--- src/rtl/fetch_stage_pkg.sv ---
// Shared types for the instruction-fetch stage.
//   NOP_INSTR      : canonical bubble (addi x0, x0, 0)
//   fetch_entry_t  : {pc, instr} pair held in the fetch buffers
//   word_align()   : clears the byte-offset bits of an address
package fetch_stage_pkg;

    localparam int unsigned XLEN      = 32;
    localparam logic [31:0] NOP_INSTR = 32'h0000_0013;

    typedef struct packed {
        logic [XLEN-1:0] pc;
        logic [XLEN-1:0] instr;
    } fetch_entry_t;

    function automatic logic [XLEN-1:0] word_align(input logic [XLEN-1:0] addr);
        return {addr[XLEN-1:2], 2'b00};
    endfunction

endpackage

--- src/rtl/fetch_buffer.sv ---
// Synchronous FIFO of fetch_entry_t.
//   push/push_data : enqueue (ignored when full unless popping the same cycle)
//   pop            : dequeue head (ignored when empty)
//   clear          : flush all entries; wins over push and pop
//   head_c         : current head entry (combinational read of storage)
//   count/empty    : registered occupancy
module fetch_buffer
    import fetch_stage_pkg::*;
#(
    parameter int unsigned DEPTH = 2
) (
    input  logic                       clk,
    input  logic                       rst,
    input  logic                       push,
    input  fetch_entry_t               push_data,
    input  logic                       pop,
    input  logic                       clear,
    output fetch_entry_t               head_c,
    output logic [$clog2(DEPTH+1)-1:0] count,
    output logic                       empty
);

    localparam int unsigned PTR_W = (DEPTH > 1) ? $clog2(DEPTH) : 1;
    localparam int unsigned CNT_W = $clog2(DEPTH + 1);

    fetch_entry_t     mem [DEPTH];
    logic [PTR_W-1:0] wr_ptr;
    logic [PTR_W-1:0] rd_ptr;
    logic             do_push_c;
    logic             do_pop_c;
    logic [CNT_W-1:0] count_next_c;

    // Pointers wrap explicitly so non-power-of-two depths also work.
    function automatic logic [PTR_W-1:0] ptr_inc(input logic [PTR_W-1:0] p);
        return (p == PTR_W'(DEPTH - 1)) ? '0 : p + PTR_W'(1);
    endfunction

    // Effective push/pop and next occupancy.
    always_comb begin
        do_pop_c     = pop && !clear && !empty;
        do_push_c    = push && !clear && ((32'(count) < DEPTH) || do_pop_c);
        count_next_c = count;
        if (clear) begin
            count_next_c = '0;
        end else if (do_push_c && !do_pop_c) begin
            count_next_c = count + CNT_W'(1);
        end else if (do_pop_c && !do_push_c) begin
            count_next_c = count - CNT_W'(1);
        end
    end

    assign head_c = mem[rd_ptr];

    // Pointer and occupancy state.
    always_ff @(posedge clk or posedge rst) begin
        if (rst) begin
            wr_ptr <= '0;
            rd_ptr <= '0;
            count  <= '0;
            empty  <= 1'b1;
        end else begin
            count <= count_next_c;
            empty <= (count_next_c == '0);
            if (clear) begin
                wr_ptr <= '0;
                rd_ptr <= '0;
            end else begin
                if (do_push_c) wr_ptr <= ptr_inc(wr_ptr);
                if (do_pop_c)  rd_ptr <= ptr_inc(rd_ptr);
            end
        end
    end

    // Entry storage; contents are don't-care until written.
    always_ff @(posedge clk) begin
        if (do_push_c) mem[wr_ptr] <= push_data;
    end

endmodule

--- src/rtl/fetch_stage.sv ---
// Instruction-fetch stage with IF/ID pipeline register.
//   clk, rst                 : clock, asynchronous active-high reset
//   pc_src_e, pc_target_e    : redirect from execute
//   stall_d, flush_d         : hazard-unit hold / bubble for IF/ID
//   imem_req/addr/gnt        : fetch request handshake (req & gnt)
//   imem_rvalid/rdata        : in-order fetch responses
//   instr_d, pc_d, pc_plus4_d, valid_d : IF/ID contents presented to decode
module fetch_stage
    import fetch_stage_pkg::*;
#(
    parameter logic [31:0] RESET_PC  = 32'h0000_0000,
    parameter int unsigned BUF_DEPTH = 2,
    parameter int unsigned MAX_OUTST = 2
) (
    input  logic        clk,
    input  logic        rst,
    input  logic        pc_src_e,
    input  logic [31:0] pc_target_e,
    input  logic        stall_d,
    input  logic        flush_d,
    output logic        imem_req,
    output logic [31:0] imem_addr,
    input  logic        imem_gnt,
    input  logic        imem_rvalid,
    input  logic [31:0] imem_rdata,
    output logic [31:0] instr_d,
    output logic [31:0] pc_d,
    output logic [31:0] pc_plus4_d,
    output logic        valid_d
);

    localparam int unsigned BCNT_W = $clog2(BUF_DEPTH + 1);
    localparam int unsigned OCNT_W = $clog2(MAX_OUTST + 1);

    logic [31:0]       pc_f;
    logic [OCNT_W-1:0] outst;
    logic [OCNT_W-1:0] drop;
    logic [OCNT_W-1:0] outst_next_c;
    logic              hs_c;
    logic              rsp_c;
    logic              keep_c;
    logic              pop_c;
    logic              issue_ok_c;

    fetch_entry_t      pcq_push_c;
    fetch_entry_t      pcq_head_c;
    logic [OCNT_W-1:0] pcq_count;
    logic              pcq_empty;

    fetch_entry_t      buf_push_c;
    fetch_entry_t      buf_head_c;
    logic [BCNT_W-1:0] buf_count;
    logic              buf_empty;

    // Issue only when every outstanding word is guaranteed a buffer slot.
    // The in-flight queue tracks the same quantity as outst; both gate issue.
    assign issue_ok_c = (32'(outst) + 32'(buf_count) < BUF_DEPTH)
                     && (32'(outst) < MAX_OUTST)
                     && (32'(pcq_count) < MAX_OUTST);
    assign imem_req   = !rst && !pc_src_e && issue_ok_c;
    assign imem_addr  = pc_f;

    // Handshake, response accounting and buffer push/pop decisions.
    always_comb begin
        hs_c         = imem_req && imem_gnt;
        rsp_c        = imem_rvalid && !pcq_empty;
        keep_c       = rsp_c && (drop == '0) && !pc_src_e;
        pop_c        = !flush_d && !stall_d && !buf_empty;
        outst_next_c = outst;
        if (hs_c && !rsp_c) begin
            outst_next_c = outst + OCNT_W'(1);
        end else if (rsp_c && !hs_c) begin
            outst_next_c = outst - OCNT_W'(1);
        end

        pcq_push_c       = '0;
        pcq_push_c.pc    = pc_f;
        pcq_push_c.instr = NOP_INSTR;

        buf_push_c       = pcq_head_c;
        buf_push_c.instr = imem_rdata;
    end

    // PC of every granted request, consumed in order as responses return.
    fetch_buffer #(.DEPTH(MAX_OUTST)) u_pcq (
        .clk       (clk),
        .rst       (rst),
        .push      (hs_c),
        .push_data (pcq_push_c),
        .pop       (rsp_c),
        .clear     (1'b0),
        .head_c    (pcq_head_c),
        .count     (pcq_count),
        .empty     (pcq_empty)
    );

    // Returned words waiting for decode; a redirect discards them.
    fetch_buffer #(.DEPTH(BUF_DEPTH)) u_buf (
        .clk       (clk),
        .rst       (rst),
        .push      (keep_c),
        .push_data (buf_push_c),
        .pop       (pop_c),
        .clear     (pc_src_e),
        .head_c    (buf_head_c),
        .count     (buf_count),
        .empty     (buf_empty)
    );

    // Fetch PC, outstanding count and stale-response drop count.
    always_ff @(posedge clk or posedge rst) begin
        if (rst) begin
            pc_f  <= RESET_PC;
            outst <= '0;
            drop  <= '0;
        end else begin
            outst <= outst_next_c;
            if (pc_src_e) begin
                pc_f <= word_align(pc_target_e);
                // Everything still in flight after this cycle belongs to the old path.
                drop <= outst_next_c;
            end else begin
                if (hs_c) pc_f <= pc_f + 32'd4;
                if (rsp_c && (drop != '0)) drop <= drop - OCNT_W'(1);
            end
        end
    end

    // IF/ID register: flush > stall > pop > bubble.
    always_ff @(posedge clk or posedge rst) begin
        if (rst) begin
            instr_d    <= NOP_INSTR;
            pc_d       <= '0;
            pc_plus4_d <= '0;
            valid_d    <= 1'b0;
        end else if (flush_d) begin
            instr_d    <= NOP_INSTR;
            pc_d       <= '0;
            pc_plus4_d <= '0;
            valid_d    <= 1'b0;
        end else if (stall_d) begin
            instr_d    <= instr_d;
            pc_d       <= pc_d;
            pc_plus4_d <= pc_plus4_d;
            valid_d    <= valid_d;
        end else if (!buf_empty) begin
            instr_d    <= buf_head_c.instr;
            pc_d       <= buf_head_c.pc;
            pc_plus4_d <= buf_head_c.pc + 32'd4;
            valid_d    <= 1'b1;
        end else begin
            instr_d    <= NOP_INSTR;
            pc_d       <= '0;
            pc_plus4_d <= '0;
            valid_d    <= 1'b0;
        end
    end

endmodule

--- config.mk ---
export PLATFORM = sky130hd
export DESIGN_NAME = fetch_stage
export DESIGN_NICKNAME = d
export VERILOG_FILES = /design/src/rtl/fetch_stage_pkg.sv /design/src/rtl/fetch_buffer.sv /design/src/rtl/fetch_stage.sv
export SDC_FILE = /design/constraint.sdc
export NUM_CORES = 1
export LEC_CHECK = 0
export ABC_AREA = 1
export ABC_CLOCK_PERIOD_IN_PS = 4300
export CORE_AREA = 8 8 185 187
export DETAILED_ROUTE_END_ITERATION = 10
export DIE_AREA = 0 0 193 195
export MAX_ROUTING_LAYER = met4
export PLACE_DENSITY = 0.7
export SYNTH_ARGS = -nofsm -noshare
export SYNTH_HDL_FRONTEND = slang
export SYNTH_SLANG_ARGS = --single-unit
--- constraint.sdc ---
create_clock -name clk -period 4.3 [get_ports clk]
set_input_delay 0.86 -clock clk [delete_from_list [all_inputs] [get_ports clk]]
set_output_delay 0.86 -clock clk [all_outputs]
set_load 0.02 [all_outputs]
======== Word level (Yosys, flattened, before mapping) ========
Memories as Yosys holds them, arrays and structs flattened.
Index checks and enable logic that the tools add are counted.
cells by class
  $add $sub $neg .......................... 14
  multiplexer cells ....................... 35
  order comparisons ....................... 4
  reductions and logical operators ........ 45
  equal/unequal tests ..................... 1
operators with widths
  operator                 count
  $mux W32                 11
  $add A32 B3 Y32 const B  2
  $logic_and A1 B1 Y1      23
  $mux W2                  9
  $mux W1                  15
  $logic_not A1 Y1         12
  $reduce_bool A2 Y1       5
  $sub A2 B1 Y2 const B    4
  $add A2 B1 Y2 const B    3
  $logic_not A2 Y1         3
  $lt A2 B2 Y1 const B     3
  $add A1 B1 Y1 const B    4
  $add A2 B2 Y3            1
  $lt A3 B2 Y1 const B     1
  $logic_or A1 B1 Y1       2
  $ne A2 B1 Y1 const B     1
word-level totals
  RAM bits ................................ 192
  register bits after elaboration ......... 143
  output and inout port bits .............. 130
  memories kept ........................... 2
memories
  name       depth  bits a word  rd ports  clocked after Yosys merged registers in  write ports  line                RTL
  u_buf.mem  2      64           1         0                                        1            fetch_buffer.sv:26  fetch_entry_t mem [DEPTH];
  u_pcq.mem  2      32           1         0                                        1            fetch_buffer.sv:26

======== Depth between registers and ports, before layout ========
  word-level depth ........................ 13
  depth in mapped cells ................... 14
  gate-level depth less buffers ........... 14

======== By module ========
A second synthesis with hierarchy kept.
unflattened totals
  cell total of the unflattened synthesis .. 1599
  area, all modules ....................... 16628.4 um^2
modules (own cells, without submodules)
  module        sequential area each (um^2)  area an instance (um^2)  instances  cells an instance
  fetch_buffer  3970.1                       4947.2                   2          377
  fetch_stage   3231.8                       6734.0                   1          845

======== Least setup slack after synthesis ========
Ideal clock, no wire load.
  path kind ............................... in2reg
  start point ............................. in imem_rvalid
  end point ............................... mem u_buf.mem[0][0] (netlist bit) (enable)
  setup slack ............................. -223 ps
  stages on the path ...................... 6
  path buffers ............................ 0
  arrival ................................. 4041 ps
  cell sequence ........................... inv_1 > nor2_1 > nand3_1 > a21oi_1 > inv_1 > nor2_1
on the way
  word-level cells in the longest chain between the ends .. 7
RTL lines
  what                               line                RTL
  start, declared                    fetch_stage.sv:24   input logic imem_rvalid,
  $logic_and A1 B1 Y1                fetch_stage.sv:66   rsp_c = imem_rvalid && !pcq_empty;
  $logic_and A1 B1 Y1 (2 in series)  fetch_stage.sv:67   keep_c = rsp_c && (drop == '0) && !pc_src_e;
  $logic_and A1 B1 Y1 (2 in series)  fetch_buffer.sv:41  do_push_c = push && !clear && ((32'(count) < DEPTH) || do_pop_c);
  $mux W1                            fetch_buffer.sv:76  if (do_push_c) mem[wr_ptr] <= push_data;
  $mux W1 (not written as such)      fetch_buffer.sv:76
  end, declared                      fetch_buffer.sv:26
Every way passes these cells.

======== Final worst setup path ========
  start point ............................. reg u_buf.count[0]
  end point ............................... out imem_req
on the way
  word-level cells in the longest chain between the ends .. 5
RTL lines
  what                    line                RTL
  start, declared         fetch_buffer.sv:19  output logic [$clog2(DEPTH+1)-1:0] count,
  start signal, assigned  fetch_buffer.sv:62  count <= count_next_c;
  $add A2 B2 Y3           fetch_stage.sv:57   assign issue_ok_c = (32'(outst) + 32'(buf_count) < BUF_DEPTH)
  $lt A3 B2 Y1            fetch_stage.sv:57
  $logic_and A1 B1 Y1     fetch_stage.sv:58   && (32'(outst) < MAX_OUTST)
  $logic_and A1 B1 Y1     fetch_stage.sv:59   && (32'(pcq_count) < MAX_OUTST);
  $logic_and A1 B1 Y1     fetch_stage.sv:60   assign imem_req = !rst && !pc_src_e && issue_ok_c;
  end, declared           fetch_stage.sv:21   output logic imem_req,
Every way passes these cells.

==> run_results.csv <==
group,metric,value,unit
status,outcome,"finished, final reports clean",
placed_design,io_buffers,196,
global_routing,gr-usage-met1,0.240,
critical_path,reg2reg_from,"u_buf.rd_ptr$_DFFE_PP0P_",
critical_path,end_kind,"primary output",
power,power.leakage,7.15,nW
worst_hold_path,hp-class,"flop to flop",
placed_design,dp.cells,1926,
critical_path,reg2regPathDepth,13,
clocking,cts_root_buf,"clkbuf_16",
global_routing,grt_overflow,0,
clocking,clock_latency,500,ps
power,switching_share,0.267,
critical_path,r2r_setup_slack,1550,ps
global_routing,grt_util_all_layers,0.181,
sta,fmax,303,MHz
route,wl_per_cell,16.9,µm
final_layout,nets,1635,
logic_synthesis,synth_seq_area_share,0.645,
critical_path,critPathKind,"flop to primary output",
logic_synthesis,synthFlopType,"edfxtp_1",
sta,finalSetupViolations,0,
global_routing,grt_max_degree,73,
sta,finClkSkew,10.5,ps
route,drt-initial-drc-count,611,
final_layout,syn_to_final_growth,25.3,%
critical_path,path_max_fanout,4,
global_routing,antenna_found_initial,0,
route,drc_errors,0,
sta,min_period,3300,ps
logic_synthesis,syn_avg_cell_area,10.2,µm²
floorplan,die_w,193,µm
sta,tns,0,ps
final_layout,finalNonFillerCells,1987,
final_layout,final_common_cell,"nand2_1",
power,intPower,5.82,mW
floorplan,die_area,37600,µm²
logic_synthesis,ys_warn_count,0,
power,pwr-share-seq,0.469,
critical_path,crit_path_start,"u_buf.count[0]$_DFF_PP0_",
global_routing,first_global_vias,9895,
route,drt-pass1-iter-count,6,
floorplan,die_h,195,µm
flow_run,max_cap_viol_count,0,
route,wirelength,33600,µm
logic_synthesis,syn-instance-count,1364,
final_layout,diodes,0,
sta,slew_headroom,0.387,
critical_path,cp-start-kind,"flop",
placed_design,hpwl,23100,µm
global_routing,grt_pass1_wl,52800,µm
critical_path,cp.arrival,2440,ps
sta,slew_violations,0,
critical_path,worst_r2r_endpoint,"pc_plus4_d[28]$_DFFE_PP0P_",
placed_design,dpl-instance-area,16300,µm²
critical_path,endpoint,"imem_req",
route,viasPerCell,5.10,
sta,tightestPinTransition,918,ps
logic_synthesis,yosys_register_bits,322,
logic_synthesis,synthArstFlopShare,0.429,
power,p_clk_frac,0.375,
clocking,cts_buffers,34,
floorplan,core,31200,µm²
logic_synthesis,synth_area,13900,µm²
final_layout,drive_above_1_share,0.0883,
clocking,htreeDepth,2,
sta,setup_slack,1000,ps
sta,hold_violations,0,
clocking,cts_tree,"yes",
clocking,cts_resized,0,
clocking,clk_pin_slew_worst_paths,60,ps
critical_path,crit_required,3440,ps
logic_synthesis,netlist-cell-type-count,49,
clocking,hold_buffers,0,
floorplan,start_util,0.446,
sta,rsz0062_at_grt,"no",
final_layout,final_util,0.559,
placed_design,gp_congestion,0.867,
placed_design,place_ws,1180,ps
global_routing,met3_usage,0.0317,
floorplan,io_pins,201,
logic_synthesis,synth_edf_count,184,
route,vias,10100,
power,powerDensity,454,nW/µm²
floorplan,rows,65,
global_routing,grtUsageMet2,0.280,
clocking,cts_buffer_depth,3,
power,peakVddDrop,0.387,mV
route,drtAntennaViolNets,0,
final_layout,final_cell_area,17500,µm²
clocking,postCtsSetupBuffers,0,
sta,min_period_over_period,0.767,
power,p_switching,2.12,mW
clocking,clkSinkCount,322,
power,pwr-share-comb,0.156,
global_routing,busiest_layer,"met2",
final_layout,final_cell_mix,"nand2_1, clkdlybuf4s50_1, edfxtp_1",
[kinds of logic (layout without fill, tap and decap cells)]
logic type	Yosys count	after routing	share of synthesized area
AOI/OAI and AO/OA	152	152	0.0701
DFF	322	322	0.645
and+or+nand+nor	698	698	0.212
xor gates and xnor gates	27	27	0.0170
adders and majority gates	4	4	0.00413
other	1	2	0.000269
buffers and inverters	160	380	0.0514
[through the flow]
| step | power [mW] | hold WS (ps) |
|---|---|---|
| 2_1_floorplan | 4.52 | 464 |
| 3_3_place_gp | 4.98 | 457 |
| 3_5_place_dp | 5.03 | 462 |
| 4_1_cts | 8.01 | 476 |
| 5_1_grt | 8.29 | 497 |
| 6_report | 7.94 | 477 |
[worst max-delay path, cell delays in order (launching register included)]
cell and delay (ps):
dfrtp_1 410, nand2_1 70, inv_1 40, fa_1 430, nor2_1 200, and3_1 190
clkdlybuf4s50_1 610
[per-layer routing]
layer / share of wire / wire length, µm
met1: 0.45 / 15100
met2: 0.46 / 15600
met3: 0.057 / 1910
met4: 0.028 / 935
met5: 0 / 0
[cell type report]
| cell class | count | area, µm² |
|---|---|---|
| clock inverter | 10 | 153 |
| inverter | 104 | 402 |
| sequential | 322 | 8990 |
| fill | 2705 | 13800 |
| tap | 402 | 503 |
| multi-input combinational | 883 | 4270 |
| timing repair buffer | 215 | 2170 |
| clock buffer | 51 | 986 |
[sequential cells by signal, indices dropped and copies added (netlist names), 30 cells and up]
name        count
pc_plus4_d     30
u_buf.mem     124
instr_d        32
imem_addr      30
pc_d           31
u_pcq.mem      60
[synth_stat cells (3+ instances only)]
cell type	number	area [µm²]
a21oi_1	17	85.1
a22o_1	4	35.0
buf_1	3	11.3
buf_2	6	30.0
buf_4	6	45.0
buf_6	6	67.6
clkbuf_1	33	124
dfrtp_1	133	3330
dfstp_2	5	131
edfxtp_1	184	5530
ha_1	3	37.5
inv_1	98	368
inv_2	4	15.0
nand2_1	429	1610
nand2_2	21	131
nand3_1	54	270
nand3b_1	3	22.5
nand4_1	17	106
nor2_1	136	510
nor2_2	10	62.6
nor2_4	5	56.3
nor3_1	8	40.0
nor3_2	3	30.0
o211ai_1	17	128
o21ai_0	54	270
o21ai_1	12	60.1
o21ai_2	5	43.8
o21ai_4	3	48.8
o221ai_1	5	43.8
o31ai_1	31	233
xnor2_1	5	43.8
xor2_1	22	193
[power by group through the flow]
stage | Combinational [mW] | Clock, mW | Sequential [mW]
detailed placement | 1.25 | 0 | 3.78
global route | 1.38 | 3.16 | 3.75
global placement | 1.21 | 0 | 3.77
floorplan | 0.692 | 0 | 3.83
CTS | 1.25 | 3.03 | 3.72
finish | 1.24 | 2.97 | 3.73
[worst min-delay path by stage]
| stage | start | depth (start not counted) | end |
|---|---|---|---|
| after floorplan | u_buf.mem[1][0]$_DFFE_PP_ | 2 | instr_d[0]$_DFFE_PP1P_ |
| after global placement | valid_d$_DFFE_PP0P_ | 2 | valid_d$_DFFE_PP0P_ |
| after detailed placement | valid_d$_DFFE_PP0P_ | 2 | valid_d$_DFFE_PP0P_ |
| after CTS | valid_d$_DFFE_PP0P_ | 2 | valid_d$_DFFE_PP0P_ |
| after global routing | pc_d[23]$_DFFE_PP0P_ | 2 | pc_d[23]$_DFFE_PP0P_ |
| final | valid_d$_DFFE_PP0P_ | 2 | valid_d$_DFFE_PP0P_ |
Power figures use the tool's default switching activity.
